### src/rtl/seg7_scan_driver.sv
// seg7_scan_driver: double-buffered 4-digit multiplexed common-anode 7-segment driver with valid/ready input
module seg7_scan_driver #(
  parameter int REFRESH_DIV = 50000,
  parameter int GUARD = 2
) (
  input  logic       clk,
  input  logic       reset,
  input  logic [3:0] din_x,
  input  logic [3:0] din_y,
  input  logic [3:0] din_z,
  input  logic [1:0] din_pos,
  input  logic       din_valid,
  output logic       din_ready,
  input  logic       pos_en,
  input  logic       blank_lz,
  output logic [3:0] an,
  output logic [6:0] seg,
  output logic       dp,
  output logic       frame_start
);
  localparam int DW = $clog2(REFRESH_DIV);
  localparam logic [6:0] HEX [16] = '{7'h40, 7'h79, 7'h24, 7'h30, 7'h19, 7'h12, 7'h02, 7'h78,
                                      7'h00, 7'h10, 7'h08, 7'h03, 7'h46, 7'h21, 7'h06, 7'h0E};
  logic [DW-1:0] div;
  logic [1:0]    slot;
  logic          pending;
  logic [13:0]   shadow, active;
  logic [3:0]    ax, ay, az;
  logic [1:0]    ap;
  logic          tc, fb, guard, blank_x, blank_y;
  logic [6:0]    pos_seg, digit_seg;
  assign {ax, ay, az, ap} = active;
  assign tc = div == DW'(REFRESH_DIV - 1);
  assign fb = tc & (slot == 2'd0);
  assign guard = div < DW'(GUARD);
  assign frame_start = fb;
  assign din_ready = ~pending;
  assign dp = 1'b1;
  assign blank_x = blank_lz & (ax == 4'd0);
  assign blank_y = blank_x & (ay == 4'd0);
  always_comb begin
    pos_seg = !pos_en ? 7'h7F : ap == 2'd3 ? 7'h3F : HEX[{2'b00, ap}];
    digit_seg = slot == 2'd3 ? pos_seg :
                slot == 2'd2 ? (blank_x ? 7'h7F : HEX[ax]) :
                slot == 2'd1 ? (blank_y ? 7'h7F : HEX[ay]) : HEX[az];
  end
  always_ff @(posedge clk or negedge reset) begin
    if (!reset) begin
      div <= '0;
      slot <= 2'd3;
      pending <= 1'b0;
      shadow <= '0;
      active <= '0;
      an <= 4'hF;
      seg <= 7'h7F;
    end else begin
      div <= tc ? '0 : div + DW'(1);
      // slot 0 wraps back to 3 on the frame boundary
      if (tc) slot <= slot - 2'd1;
      an <= guard ? 4'hF : ~(4'b0001 << slot);
      seg <= guard ? 7'h7F : digit_seg;
      if (fb & pending) begin
        active <= shadow;
        pending <= 1'b0;
      end else if (din_valid & ~pending) begin
        shadow <= {din_x, din_y, din_z, din_pos};
        pending <= 1'b1;
      end
    end
  end
endmodule

### config.mk
export PLATFORM = sky130hd
export DESIGN_NAME = seg7_scan_driver
export DESIGN_NICKNAME = d
export VERILOG_FILES = /design/src/rtl/seg7_scan_driver.sv
export SDC_FILE = /design/constraint.sdc
export NUM_CORES = 1
export LEC_CHECK = 0
export CORE_MARGIN = 2
export CORE_UTILIZATION = 60
export CTS_CLUSTER_DIAMETER = 200
export DETAILED_ROUTE_END_ITERATION = 7
export GPL_TIMING_DRIVEN = 0
export HOLD_SLACK_MARGIN = 0.15
export PLACE_DENSITY = 0.94
export SLEW_MARGIN = 15
export SYNTH_ARGS = -nofsm -noshare
export SYNTH_HDL_FRONTEND = slang
export SYNTH_SLANG_ARGS = --single-unit
export TNS_END_PERCENT = 10
### constraint.sdc
create_clock -name clk -period 3.35 [get_ports clk]
set_input_delay 0.67 -clock clk [delete_from_list [all_inputs] [get_ports clk]]
set_output_delay 0.67 -clock clk [all_outputs]
set_load 0.03 [all_outputs]
==> flow_summary.toml, run 1 <==
[layout]
drive_gt1_share_pct = 19.7
area_delta_synth_final_pct = 18.5
final_nets = 395
diodes = 0
fill_cells = 378

[synthesis]
yosysSeqAreaShare_pct = 43.6
synth-main-ff-cell = "dfrtp_1"
yosysTopAreaCell = "dfrtp_1"
synth_top_cell_area_share_pct = 33.4
synth_nets = 354
synthTopCellsByCount = "dfrtp_1, ha_1, nand2_1, mux2_2, nor2_1"
synth-edff-count = 0
syn_inst = 310
synth_seq_cells = 58
async_reset_ff_share_pct = 100
synthTopCellsByArea = "dfrtp_1, dfstp_2, ha_1, mux2_2, mux2_1"
yosys_warnings = 0
ys_types = 54
avgSynthCellArea_um2 = 10.9
synth.most_common_cell = "dfrtp_1"
synth_area_mm2 = 0.00337

[setup_path]
reg2reg_depth = 6
slowest_delay_ns = 0.66
r2r_slack_ns = 1.08
critPathArrivalTime_ns = 2.50
worstPathRequired_ns = 2.68
cp_cell_sequence = "ha_1 > nand3_1 > nor2_1 > and4_2 > and2_1 > clkdlybuf4s50_1"
end_kind = "output port"
r2r-end = "seg[2]"
cp_max_fo = 8
criticalPathCategory = "reg2out"
cp-start-kind = "flip-flop"
r2r_start = "active[10]"
cp_slowest_cell = "clkdlybuf4s50_1"

[clocking]
cts_buffers = 9
clkTransAtPathRegs_ns = 0.07
cts_root_buffer = "clkbuf_8"
cts_max_path_buffers = 2
cts.sinks = 58
cts_tree = "yes"
clk_latency_ns = 0.34
htree_levels = 3
cts_setup_buffers = 0
cts-hold-fix-buffers = 0

[drt]
dr.pass1.iters = 4
drc = 0
avgRoutedWirePerCell_um = 16.4
postRouteAntennaNets = 0
wirelength_mm = 7.02
via_per_inst = 5.89
drt_iter0_drc = 204
via_count = 2521

[floorplan]
pin_count = 33
die-area_mm2 = 0.00623
fp.dieW_um = 78.9
initial_utilization_pct = 61.6
num_rows = 27
die_h_um = 78.9
core_mm2 = 0.00547

[grt]
gr-usage-all-layers_pct = 25.2
antenna_found_initial = 0
grt_pass1_vias = 2587
grt_pass1_wl_mm = 12.1
grt_max_degree = 59
grt_overflow_total = 0

[placement]
pre_cts_slack_ns = 0.390
gp_congestion = 0.903
port_buffers = 31
hpwl_mm = 4.97

[min_path]
hp-class = "in2async"

[sta]
rsz0062_at_grt = "no"
relSlewSlack_pct = 53.2
final.setup.tns_ns = 0
drv_slew = 0
hold_slack_ns = 0.374
setup-violations-final = 0
max_freq_mhz = 315
worst_slew_pin_slew_ns = 0.702
layout_setup_ws_ns = 0.176
period_needed_ns = 3.17
finClkSkew_ns = 0.00500
post-route-period-util_pct = 94.7
finalHoldViolations = 0

[outcome]
status = "completed"

[power_and_ir_drop]
ir_drop_v = 0.000492
p_leak_nw = 1.70
power-per-cell-area_mw_per_mm2 = 381

[run]
cap_viol_max_count = 0
-- stage by stage --
step / utilization [%] / power, mW / instance area (um2) / std cells
3_5_place_dp: 68.8 / 0.804 / 3770 / 413
5_1_grt: 72.9 / 1.57 / 3990 / 428
3_3_place_gp: 68.9 / 0.800 / 3770 / 413
2_1_floorplan: - / 0.762 / 3370 / 310
4_1_cts: 73.0 / 1.54 / 3990 / 429
6_report: 72.9 / 1.52 / 3990 / 428
-- layout by cell type (no fill, tap or decap), types with 4 or more instances in the layout --
cell type	count
nand3_1	10
xor2_1	4
clkdlybuf4s50_1	30
o31ai_1	4
a21oi_1	12
inv_1	15
mux2_2	23
mux2i_1	9
buf_2	4
dfstp_2	13
clkbuf_8	10
clkbuf_1	7
ha_1	25
nand2b_1	4
dfrtp_1	45
nor2_1	23
nand4_1	4
o21ai_0	5
xnor2_1	9
nor2b_1	4
and2_1	4
and4_1	4
nand2_1	24
mux2_1	9
-- flip-flops by register name, summed over array words and instances, names as in the netlist --
name	count
seg	7
div	16
active	14
slot	2
pending	1
an	4
shadow	14
-- critical path: cells and delay by family (launching register included) --
kind	cells	cell delay, ns
and+or+nand+nor	4	0.90
adders and majority gates	1	0.23
DFF	1	0.39
buffers and inverters	1	0.66
-- metal layers --
layer  global-route usage [%]  share of wire [%]
met1                     32.1                 42
met4                     10.0                1.6
met3                     5.45                6.5
met5                        0                  0
met2                     42.1                 50
-- cells by family (layout without fill, tap and decap cells) --
| kind of cell | after synthesis | after routing | synth area share [%] |
|---|---|---|---|
| AOI/OAI and AO/OA | 44 | 44 | 9.25 |
| xor gates and xnor gates | 13 | 13 | 3.38 |
| adders and majority gates | 25 | 25 | 9.28 |
| buffers and inverters | 29 | 75 | 3.71 |
| DFF | 58 | 58 | 43.6 |
| muxes | 43 | 43 | 14.7 |
| other | 1 | 1 | 0.111 |
| and+or+nand+nor | 97 | 97 | 16.0 |
-- worst max-delay path by stage --
stage	to	startpoint	slack (ns)	depth (start not counted)
2_1_floorplan	frame_start	div[0]	1.11	6
3_3_place_gp	active[12]	reset	-0.09	1
3_5_place_dp	frame_start	div[0]	0.39	7
4_1_cts	frame_start	div[0]	0.01	7
5_1_grt	frame_start	div[0]	0.03	6
6_report	frame_start	div[0]	0.18	6
-- area by class of cell --
cell class              count  area (um2)  area share (%)
plain buffers              13        65.1            1.63
multi-input cells         223        1780            44.5
clock inverters             6        88.8            2.23
repair buffers             31         308            7.71
flip-flops and latches     58        1470            36.8
well taps                  72        90.1            2.26
clock buffers              10         138            3.45
inverters                  15        56.3            1.41
-- timing repair --
action / 4_1_cts / 5_1_grt
endpoints found under the setup margin: 0 / 1
endpoints found under the hold margin: 0 / 0
resized for setup: 0 / 1
-- report_power, final --
| part | internal, mW | switching (mW) |
|---|---|---|
| combinational | 0.0347 | 0.0252 |
| sequential | 0.721 | 0.0102 |
| clock | 0.440 | 0.291 |
(Power assumes the default switching activity.)
==> run 2, diff against run 1 <==
--- a/config.mk
+++ b/config.mk
@@ -8,10 +8,12 @@
 export CORE_MARGIN = 2
 export CORE_UTILIZATION = 60
 export CTS_CLUSTER_DIAMETER = 200
+export CTS_CLUSTER_SIZE = 40
 export DETAILED_ROUTE_END_ITERATION = 7
 export GPL_TIMING_DRIVEN = 0
 export HOLD_SLACK_MARGIN = 0.15
 export PLACE_DENSITY = 0.94
+export SKIP_LAST_GASP = 1
 export SLEW_MARGIN = 15
 export SYNTH_ARGS = -nofsm -noshare
 export SYNTH_HDL_FRONTEND = slang
==> constraint.sdc (replaced) <==
create_clock -name clk -period 4 [get_ports clk]
set_input_delay 0.8 -clock clk [delete_from_list [all_inputs] [get_ports clk]]
set_output_delay 0.8 -clock clk [all_outputs]
set_load 0.03 [all_outputs]
==> flow_summary.toml, run 2 (same netlist as run 1, synthesis figures left out) <==
[sta]
max_freq_mhz = 288
worst_slew_pin_slew_ns = 0.701
setup-violations-final = 0
drv_slew = 0
finClkSkew_ns = 0.00515
finalHoldViolations = 0
period_needed_ns = 3.47
post-route-period-util_pct = 86.8
relSlewSlack_pct = 53.2
rsz0062_at_grt = "no"
final.setup.tns_ns = 0

[drt]
drt_iter0_drc = 168
avgRoutedWirePerCell_um = 16.5
drc = 0
postRouteAntennaNets = 0
dr.pass1.iters = 4
wirelength_mm = 7.06
via_count = 2522
via_per_inst = 5.88

[grt]
grt_pass1_vias = 2587
grt_pass1_wl_mm = 12.1
grt_overflow_total = 0
gr-usage-all-layers_pct = 25.2
grt_max_degree = 59
antenna_found_initial = 0

[floorplan]
pin_count = 33
die-area_mm2 = 0.00623
initial_utilization_pct = 61.6
die_h_um = 78.9
fp.dieW_um = 78.9
core_mm2 = 0.00547
num_rows = 27

[outcome]
status = "completed"

[clocking]
cts_setup_buffers = 0
cts-hold-fix-buffers = 0
cts.sinks = 58
cts_tree = "yes"
cts_root_buffer = "clkbuf_8"
cts_max_path_buffers = 2
cts_resized = 0
clkTransAtPathRegs_ns = 0.07
cts_buffers = 9
clk_latency_ns = 0.34
htree_levels = 3

[setup_path]
worst-path-stages = 7
cp_cell_sequence = "ha_1 > nand3_1 > nor2_1 > and4_1 > clkbuf_1 > and2_1 > clkdlybuf4s50_1"
worstPathRequired_ns = 3.20
slowest_delay_ns = 0.66
cp_max_fo = 8
reg2reg_depth = 6
worst_path_dominant_cell_family = "buffers and inverters"
cp_num_buf_inv = 2
end_kind = "output port"
critPathArrivalTime_ns = 2.67
criticalPathCategory = "reg2out"
r2r_slack_ns = 1.73
cp_slowest_cell = "clkdlybuf4s50_1"
cp-start-kind = "flip-flop"

[power_and_ir_drop]
p_leak_nw = 1.71
ir_drop_v = 0.000412
power-per-cell-area_mw_per_mm2 = 319
finalPower_mw = 1.28

[layout]
diodes = 0
mostFrequentLayoutCell = "dfrtp_1"
largest_reg_flops = 16
final_nets = 396
final_core_util_pct = 73.0
area_delta_synth_final_pct = 18.5
top_regs = "div: 16 flops, active: 14 flops, shadow: 14 flops"
top_register = "div"
drive_gt1_share_pct = 19.3
layout.cells.non_filler = 429
layout_common_cells = "dfrtp_1, clkdlybuf4s50_1, ha_1"

[min_path]
min_path_cells = 1
hp-class = "reg2reg"

[placement]
dpl.cell_count = 413
gp_congestion = 0.903
port_buffers = 31
hpwl_mm = 4.97

[run]
cap_viol_max_count = 0
==> run 2: through the flow <==
| stage | worst slack [ns] | hold WS [ns] | instance area (um2) |
|---|---|---|---|
| finish | 0.528 | 0.494 | 3990 |
| global route | 0.351 | 0.527 | 3990 |
| CTS | 0.531 | 0.497 | 3990 |
| detailed placement | 0.910 | 0.479 | 3770 |
| global placement | 0.426 | 0.467 | 3770 |
| floorplan | 1.63 | 0.448 | 3370 |
==> run 2: worst paths after layout <==
kind,start,end
worst max-delay path,div[0],frame_start
worst min-delay path,shadow[1],active[1]
worst max register to register,active[10],seg[2]
worst min register to register,shadow[1],active[1]
max in group asynchronous,reset,active[2]
min in group asynchronous,reset,active[7]
==> run 2: where the power goes <==
group / total, mW / internal (mW) / leakage, nW / switching (mW)
Clock: 0.613 / 0.368 / 0.109 / 0.245
Sequential: 0.612 / 0.604 / 0.722 / 0.00853
Combinational: 0.0502 / 0.0291 / 0.875 / 0.0211
==> run 2: layer usage <==
metal | track usage, % | routed length [um]
met1 | 32.1 | 3050
met2 | 42.1 | 3510
met3 | 5.45 | 375
met4 | 10.0 | 128
met5 | 0 | 0
==> run 2: area by class of cell <==
class | count | area, um2
inverter | 15 | 56.3
multi-input combinational | 223 | 1780
timing repair buffer | 31 | 308
tap | 72 | 90.1
sequential | 58 | 1470
buffer | 14 | 68.8
clock inverter | 6 | 88.8
fill | 377 | 1480
clock buffer | 10 | 138
==> run 3, diff against run 2 <==
--- a/config.mk
+++ b/config.mk
@@ -6,13 +6,13 @@
 export NUM_CORES = 1
 export LEC_CHECK = 0
 export CORE_MARGIN = 2
-export CORE_UTILIZATION = 60
-export CTS_CLUSTER_DIAMETER = 200
+export CORE_UTILIZATION = 49
+export CTS_CLUSTER_DIAMETER = 120
 export CTS_CLUSTER_SIZE = 40
 export DETAILED_ROUTE_END_ITERATION = 7
 export GPL_TIMING_DRIVEN = 0
 export HOLD_SLACK_MARGIN = 0.15
-export PLACE_DENSITY = 0.94
+export PLACE_DENSITY = 0.81
 export SKIP_LAST_GASP = 1
 export SLEW_MARGIN = 15
 export SYNTH_ARGS = -nofsm -noshare
==> flow_summary.toml, run 3 (same netlist as run 1, synthesis figures left out) <==
[setup_path]
r2r_start = "active[10]"
reg2reg_depth = 6
cp_slowest_cell = "clkdlybuf4s50_1"
cp-start-kind = "flip-flop"
criticalPathCategory = "reg2out"
worst_path_dominant_cell_family = "buffers and inverters"
cp_num_buf_inv = 2
end_kind = "output port"
cp_cell_sequence = "ha_1 > nand3_1 > nor2_1 > and4_1 > clkbuf_1 > and2_1 > clkdlybuf4s50_1"
worstPathRequired_ns = 3.20
slowest_delay_ns = 0.66
critPathArrivalTime_ns = 2.63
r2r_slack_ns = 1.73
r2r-end = "seg[6]"
cp_max_fo = 8

[grt]
grt_overflow_total = 0
antenna_found_initial = 0
grt_max_degree = 59
grt_pass1_wl_mm = 11.0
gr-usage-all-layers_pct = 18.9
grt_pass1_vias = 2355

[layout]
layout_common_cells = "dfrtp_1, clkdlybuf4s50_1, ha_1"
mostFrequentLayoutCell = "dfrtp_1"
layout.cells.non_filler = 436
top_register = "div"
top_regs = "div: 16 flops, active: 14 flops, shadow: 14 flops"
final_core_util_pct = 59.0
area_delta_synth_final_pct = 17.6
final_nets = 396
diodes = 0
fill_cells = 539
final_area_mm2 = 0.00396
largest_reg_flops = 16
drive_gt1_share_pct = 18.5

[min_path]
worstHoldStart = "shadow[11]"
min_path_cells = 1
hp-class = "reg2reg"
min_to = "active[11]"

[placement]
dpl.cell_count = 421
gp_congestion = 0.898
port_buffers = 31
hpwl_mm = 4.76
dpl-instance-area_mm2 = 0.00378

[floorplan]
core_mm2 = 0.00672
fp.dieW_um = 86.9
pin_count = 33
die_h_um = 86.9
die-area_mm2 = 0.00756
initial_utilization_pct = 50.1
num_rows = 30

[drt]
via_count = 2484
drt_iter0_drc = 160
drc = 0
postRouteAntennaNets = 0
dr.pass1.iters = 5
wirelength_mm = 6.49
via_per_inst = 5.70
avgRoutedWirePerCell_um = 14.9

[power_and_ir_drop]
ir_drop_v = 0.000159
power-per-cell-area_mw_per_mm2 = 298
p_leak_nw = 1.69

[outcome]
status = "completed"

[sta]
drv_slew = 0
worst_slew_pin_slew_ns = 0.685
post-route-period-util_pct = 85.7
rsz0062_at_grt = "no"
setup-violations-final = 0
max_freq_mhz = 292
finalHoldViolations = 0
final.setup.tns_ns = 0
finClkSkew_ns = 0.00920
period_needed_ns = 3.43
relSlewSlack_pct = 53.2

[clocking]
htree_levels = 3
cts_setup_buffers = 0
cts_resized = 0
cts_tree = "yes"
cts-hold-fix-buffers = 0
clkTransAtPathRegs_ns = 0.06
clk_latency_ns = 0.34
cts_buffers = 9
cts_max_path_buffers = 2
cts.sinks = 58
cts_root_buffer = "clkbuf_8"

[run]
cap_viol_max_count = 0
[run 3: layout make-up]
| type | count | area, um2 | share of cell area, % |
|---|---|---|---|
| Buffer | 14 | 68.8 | 1.74 |
| Clock buffer | 12 | 145 | 3.66 |
| Clock inverter | 3 | 40.0 | 1.01 |
| Inverter | 15 | 56.3 | 1.42 |
| Multi-Input combinational cell | 223 | 1780 | 44.8 |
| Sequential cell | 58 | 1470 | 37.0 |
| Tap cell | 80 | 100 | 2.53 |
| Timing Repair Buffer | 31 | 308 | 7.77 |
[run 3: how the worst max path moves through the flow]
stage | start | depth (start not counted) | to
final | div[0] | 7 | frame_start
after floorplan | div[0] | 6 | frame_start
after detailed placement | div[0] | 7 | frame_start
after global routing | div[1] | 7 | frame_start
after CTS | div[0] | 7 | frame_start
after global placement | reset | 1 | shadow[10]
[run 3: power breakdown]
part           switching [mW]  internal [mW]
registers             0.00848          0.604
logic                  0.0202         0.0290
clock network           0.222          0.299
[run 3: routing by layer]
metal | vias to the layer above | wire length, um | track usage [%]
met5 | - | 0 | 0
met4 | 0 | 199 | 11.1
met3 | 17 | 339 | 3.22
met2 | 81 | 2860 | 28.0
met1 | 1198 | 3090 | 26.0
li1 | 1188 | - | -
[run 3: stage by stage]
step	power, mW	hold WS (ns)	worst slack, ns
2_1_floorplan	0.638	0.448	1.63
3_3_place_gp	0.671	0.470	0.358
4_1_cts	1.20	0.495	0.527
6_report	1.18	0.486	0.571
3_5_place_dp	0.673	0.481	0.906
5_1_grt	1.23	0.522	0.316
